==> src/rtl/rca_seq_pkg.sv <==
// Shared types and sizing helpers for the nibble-serial ripple-carry adder.
package rca_seq_pkg;

   typedef enum logic [1:0] {IDLE, RUN, DONE} seq_state_t;

   localparam int DEF_SLICE = 4;
   localparam int DEF_WIDTH = 16;

   // Number of slice passes needed to cover the full operand.
   function automatic int calc_nslice(input int width, input int slice);
      return width / slice;
   endfunction

   // Width of the slice index counter; never narrower than one bit.
   function automatic int calc_idx_w(input int width, input int slice);
      int n;
      n = width / slice;
      return (n <= 1) ? 1 : $clog2(n);
   endfunction

endpackage

==> src/rtl/rca_slice.sv <==
// SLICE-bit combinational ripple-carry adder built from full-adder cells.

// Single-bit full adder cell.
module rca_fa (
   input  logic a,
   input  logic b,
   input  logic ci,
   output logic s,
   output logic co
);
   assign s  = a ^ b ^ ci;
   assign co = (a & b) | (ci & (a ^ b));
endmodule

module rca_slice
   import rca_seq_pkg::*;
#(
   parameter int SLICE = DEF_SLICE
) (
   input  logic [SLICE-1:0] a,
   input  logic [SLICE-1:0] b,
   input  logic             cin,
   output logic [SLICE-1:0] s,
   output logic             cout
);
   logic [SLICE:0] c;

   assign c[0] = cin;

   // One cell per bit, carry chained LSB to MSB.
   for (genvar i = 0; i < SLICE; i++) begin : g_fa
      rca_fa u_fa (
         .a  (a[i]),
         .b  (b[i]),
         .ci (c[i]),
         .s  (s[i]),
         .co (c[i+1])
      );
   end

   assign cout = c[SLICE];
endmodule

==> src/rtl/rca_nibble_sequencer.sv <==
// Multi-cycle adder: one SLICE-bit ripple slice reused LSB-first across
// NSLICE cycles, with a registered carry between passes.
module rca_nibble_sequencer
   import rca_seq_pkg::*;
#(
   parameter int WIDTH = DEF_WIDTH,
   parameter int SLICE = DEF_SLICE
) (
   input  logic             clk,
   input  logic             rst_n,
   input  logic             in_valid,
   output logic             in_ready,
   input  logic [WIDTH-1:0] a,
   input  logic [WIDTH-1:0] b,
   input  logic             cin,
   output logic             out_valid,
   input  logic             out_ready,
   output logic [WIDTH-1:0] sum,
   output logic             cout,
   output logic             ovf,
   output logic             busy
);
   localparam int NSLICE = calc_nslice(WIDTH, SLICE);
   localparam int IW     = calc_idx_w(WIDTH, SLICE);

   seq_state_t       state, state_nxt;
   logic [IW-1:0]    slice_idx;
   logic             carry_q;
   logic [WIDTH-1:0] a_q, b_q, sum_q;
   logic             cout_q, ovf_q;

   logic [SLICE-1:0] sl_s;
   logic             sl_co;
   logic             accept, xfer, last;
   int               base;

   always_comb base = int'(slice_idx) * SLICE;

   assign last   = (slice_idx == IW'(NSLICE - 1));
   assign accept = in_valid & in_ready;
   assign xfer   = out_valid & out_ready;

   rca_slice #(.SLICE(SLICE)) u_slice (
      .a    (a_q[base +: SLICE]),
      .b    (b_q[base +: SLICE]),
      .cin  (carry_q),
      .s    (sl_s),
      .cout (sl_co)
   );

   // State register.
   always_ff @(posedge clk or negedge rst_n) begin
      if (!rst_n) state <= IDLE;
      else        state <= state_nxt;
   end

   // Next-state: DONE can chain straight into RUN when a new operand
   // pair is accepted on the same edge the result is taken.
   always_comb begin
      state_nxt = state;
      case (state)
         IDLE:    if (accept) state_nxt = RUN;
         RUN:     if (last)   state_nxt = DONE;
         DONE:    if (xfer)   state_nxt = accept ? RUN : IDLE;
         default: state_nxt = IDLE;
      endcase
   end

   // Handshake outputs decoded from state.
   always_comb begin
      in_ready  = 1'b0;
      out_valid = 1'b0;
      busy      = 1'b0;
      case (state)
         IDLE: in_ready = 1'b1;
         RUN:  busy     = 1'b1;
         DONE: begin
            in_ready  = out_ready;
            out_valid = 1'b1;
            busy      = 1'b1;
         end
         default: ;
      endcase
   end

   // Datapath: capture on accept, one slice per RUN cycle, flags on the last.
   always_ff @(posedge clk or negedge rst_n) begin
      if (!rst_n) begin
         slice_idx <= '0;
         carry_q   <= 1'b0;
         a_q       <= '0;
         b_q       <= '0;
         sum_q     <= '0;
         cout_q    <= 1'b0;
         ovf_q     <= 1'b0;
      end else if (accept) begin
         a_q       <= a;
         b_q       <= b;
         carry_q   <= cin;
         slice_idx <= '0;
      end else if (state == RUN) begin
         sum_q[base +: SLICE] <= sl_s;
         carry_q              <= sl_co;
         slice_idx            <= slice_idx + IW'(1);
         if (last) begin
            cout_q <= sl_co;
            ovf_q  <= (a_q[WIDTH-1] == b_q[WIDTH-1]) &
                      (sl_s[SLICE-1] != a_q[WIDTH-1]);
         end
      end
   end

   assign sum  = sum_q;
   assign cout = cout_q;
   assign ovf  = ovf_q;
endmodule

==> config.mk <==
export PLATFORM = sky130hd
export DESIGN_NAME = rca_nibble_sequencer
export DESIGN_NICKNAME = d
export VERILOG_FILES = /design/src/rtl/rca_seq_pkg.sv /design/src/rtl/rca_slice.sv /design/src/rtl/rca_nibble_sequencer.sv
export SDC_FILE = /design/constraint.sdc
export NUM_CORES = 1
export LEC_CHECK = 0
export ABC_AREA = 1
export CAP_MARGIN = 40
export CELL_PAD_IN_SITES_DETAIL_PLACEMENT = 1
export CELL_PAD_IN_SITES_GLOBAL_PLACEMENT = 1
export CORE_UTILIZATION = 38
export CTS_BUF_LIST = sky130_fd_sc_hd__clkbuf_4 sky130_fd_sc_hd__clkbuf_8
export CTS_CLUSTER_SIZE = 12
export DETAILED_ROUTE_END_ITERATION = 8
export PLACE_DENSITY = 0.83
export SETUP_SLACK_MARGIN = 0.2
export SLEW_MARGIN = 5
export SYNTH_ARGS = -nofsm -noshare
export SYNTH_HDL_FRONTEND = slang
export SYNTH_SLANG_ARGS = --single-unit
==> constraint.sdc <==
create_clock -name clk -period 4 [get_ports clk]
set_input_delay 0.8 -clock clk [delete_from_list [all_inputs] [get_ports clk]]
set_output_delay 0.8 -clock clk [all_outputs]
set_load 0.02 [all_outputs]
==> run metrics <==
start-to-end type of the worst setup path reg -> reg; kind of capture point of the worst setup path flop; # port buffers 57; synthesis warning total 0; main area contributors after synthesis sky130_fd_sc_hd__dfrtp_1 51%, sky130_fd_sc_hd__nand2_1 18%, sky130_fd_sc_hd__o21ai_0 7.5%, sky130_fd_sc_hd__ha_1 4.7%, sky130_fd_sc_hd__fa_1 3.0%; final clock period utilization by the worst path 83.7%; count of flip-flops with a built-in enable after synthesis 0; weighted congestion reported at the end of routability-driven placement 0.798; Pleak 1.65 nW; final setup skew 0.0139 ns; Final Power 2.61 mW; overall routing resource usage 20.4%; syn avg cell area 8.21 sq um; Die Y-Extent 85.9 um; First-pass DRT Iterations 4; kind of path behind the tightest hold check reg -> reg; portion of the post-synthesis area used by sequential elements 51.4%; endpoint of the lowest-slack register-to-register path ovf; arrival time of data at the critical path endpoint 3.59 ns; dpl ws 0.795 ns; filler instances 831; number of inserted diodes 0; worst-skew pair later-pin latency 0.32 ns; die area 7390 sq um; vias in the first global route 2415; number of buffers created by CTS 5; flop-to-flop setup slack 0.65 ns; Non-Filler Cell Area, Final 3410 sq um; area share of the largest cell type after synthesis 51.4%; crit start category flop; highest clock frequency the design can meet 0.299 GHz; sum of negative setup slack 0 ns; Initial Util 39.4%; Hold Buf Count CTS 0; first-pass GRT wire length 11600 um; number of buffers inserted to repair setup after CTS 0; area of placed instances 3300 sq um; pin count of the biggest net entering global routing 40; antenna violations before repair 0; cell row count 30; Die W 85.9 um; number of standard cells after synthesis 326; clock transition time at the flip-flop clock pins of the worst setup and hold paths 0.11 ns; worst supply voltage drop on vdd 255 uV; depth of the worst register-to-register path 14; cell type with the largest total area after synthesis sky130_fd_sc_hd__dfrtp_1; violation count after the first detailed-routing iteration 143; level count of the clock H-tree 2; number of primary I/O pins 58; maximum fanout encountered on the critical timing path 16; cell types with the highest counts after synthesis 130 x sky130_fd_sc_hd__nand2_1, 55 x sky130_fd_sc_hd__dfrtp_1, 40 x sky130_fd_sc_hd__o21ai_0, 21 x sky130_fd_sc_hd__nor2_1, 20 x sky130_fd_sc_hd__inv_1; setup repair after global routing missed its margin false; number of remaining DRC errors 0; root buffer cell sky130_fd_sc_hd__clkbuf_8; Post-Syn Area 2680 sq um; hold violation count in the final report 0; final routed wirelength across all metal layers 6850 um; fraction of final layout cells with drive strength greater than 1 3.95%; power density over the cells 765 nW/um^2; remaining number of nets flagged by the antenna check after routing 0; normalized max-slew margin 57.1%; clk sink count 55; total nets after synthesis 377; max-cap violation count 0; buffer levels on the longest clock path 2; core region area 6790 sq um; dominant register cell in the synthesized netlist sky130_fd_sc_hd__dfrtp_1; final setup violation count 0; total overflow reported by the global router 0; hold worst-path end a_q[6]; FF+latch count, synth 55; sum of net half-perimeters after detailed placement 5100 um; Async SR Flop Fraction 100%; pin slew with the least headroom to its limit 0.644 ns; Final min period 3.35 ns; run status completed; distinct cell type count after synthesis 19; number of vias after detailed routing 2316; via/cell ratio 4.87; Routed wire per std cell 14.4 um; hold path depth 2; Critical Path Start slice_idx[0]; required time at the endpoint of the critical path 4.25 ns; most frequent cell after synthesis sky130_fd_sc_hd__nand2_1; fin. max-slew vios 0; Hold Crit Start a_q[6]; clock tree from TritonCTS done; Gates resized, CTS repair 0; reg2reg start slice_idx[0]; post-synthesis to final-layout area growth 27.5%; final-stage net count 430; worst-case setup margin in the final layout 0.652 ns
[registers in the layout, indices dropped and copies added (netlist names)]
name and flops:
b_q 16, ovf 1, slice_idx 2, state 2
sum 16, cout 1, carry_q 1, a_q 16
[critical path, stage by stage (launching register included)]
cell	delay [ns]
sky130_fd_sc_hd__dfrtp_1	0.66
sky130_fd_sc_hd__buf_4	0.27
sky130_fd_sc_hd__o21ai_0	0.10
sky130_fd_sc_hd__nor2_1	0.14
sky130_fd_sc_hd__a21oi_1	0.09
sky130_fd_sc_hd__fa_1	0.43
sky130_fd_sc_hd__fa_1	0.38
sky130_fd_sc_hd__inv_1	0.07
sky130_fd_sc_hd__fa_1	0.21
sky130_fd_sc_hd__fa_1	0.49
sky130_fd_sc_hd__inv_1	0.10
sky130_fd_sc_hd__nand3_1	0.07
sky130_fd_sc_hd__nand2_1	0.07
sky130_fd_sc_hd__nand4_1	0.09
sky130_fd_sc_hd__nand2_1	0.11
[cell usage in the layout, fill, tap and decap left out, drive strengths merged]
| cell | n |
|---|---|
| a21oi | 5 |
| nor2 | 21 |
| inv | 22 |
| clkdlybuf4s50 | 56 |
| bufinv | 1 |
| nand3 | 16 |
| nand2 | 132 |
| nand4 | 3 |
| fa | 4 |
| ha | 10 |
| o21ai | 40 |
| buf | 3 |
| clkinv | 3 |
| dfrtp | 55 |
| o22ai | 4 |
| clkbuf | 5 |
[cell families (layout without fill, tap and decap cells)]
group                    Yosys count  in the layout  share of synthesized area [%]
adder cells (fa/ha/maj)           14             14                           7.66
AO/OA/AOI/OAI                     49             49                           9.35
flip-flops                        55             55                           51.4
AND/OR/NAND/NOR                  172            172                           25.5
buffers and inverters             36             90                           6.07
[stage by stage]
stage	hold WS (ns)	std cells	util, %
2_1_floorplan	0.444	326	-
3_3_place_gp	0.465	468	48.6
3_5_place_dp	0.469	468	48.6
4_1_cts	0.490	476	50.3
5_1_grt	0.511	476	50.3
6_report	0.488	476	50.3
[report_power, final]
| group | leakage (nW) | internal (mW) | total (mW) | switching, mW |
|---|---|---|---|---|
| registers | 0.707 | 0.780 | 0.942 | 0.162 |
| logic | 0.882 | 0.492 | 1.30 | 0.806 |
| clock network | 0.0581 | 0.187 | 0.372 | 0.185 |
[worst max-delay path by stage]
stage	end	slack, ns	depth (start not counted)
3_3_place_gp	ovf	0.95	14
4_1_cts	ovf	0.69	14
6_report	ovf	0.65	14
2_1_floorplan	ovf	1.22	14
3_5_place_dp	ovf	0.79	14
5_1_grt	ovf	0.36	14
[routing by layer]
| metal | up-vias | track usage, % | wire length, um |
|---|---|---|---|
| li1 | 1134 | - | - |
| met1 | 1110 | 25.4 | 3110 |
| met2 | 57 | 35.6 | 3360 |
| met3 | 15 | 3.56 | 214 |
| met4 | 0 | 7.27 | 159 |
| met5 | - | 0 | 0 |
[layout make-up]
class | count | area, sq um | area share (%)
Clock inverter | 3 | 43.8 | 1.28
Multi-Input combinational cell | 235 | 1140 | 33.3
Tap cell | 96 | 120 | 3.52
Clock buffer | 5 | 68.8 | 2.02
Sequential cell | 55 | 1380 | 40.3
Timing Repair Buffer | 59 | 581 | 17.0
Inverter | 23 | 86.3 | 2.53
Power figures use the tool's default switching activity.
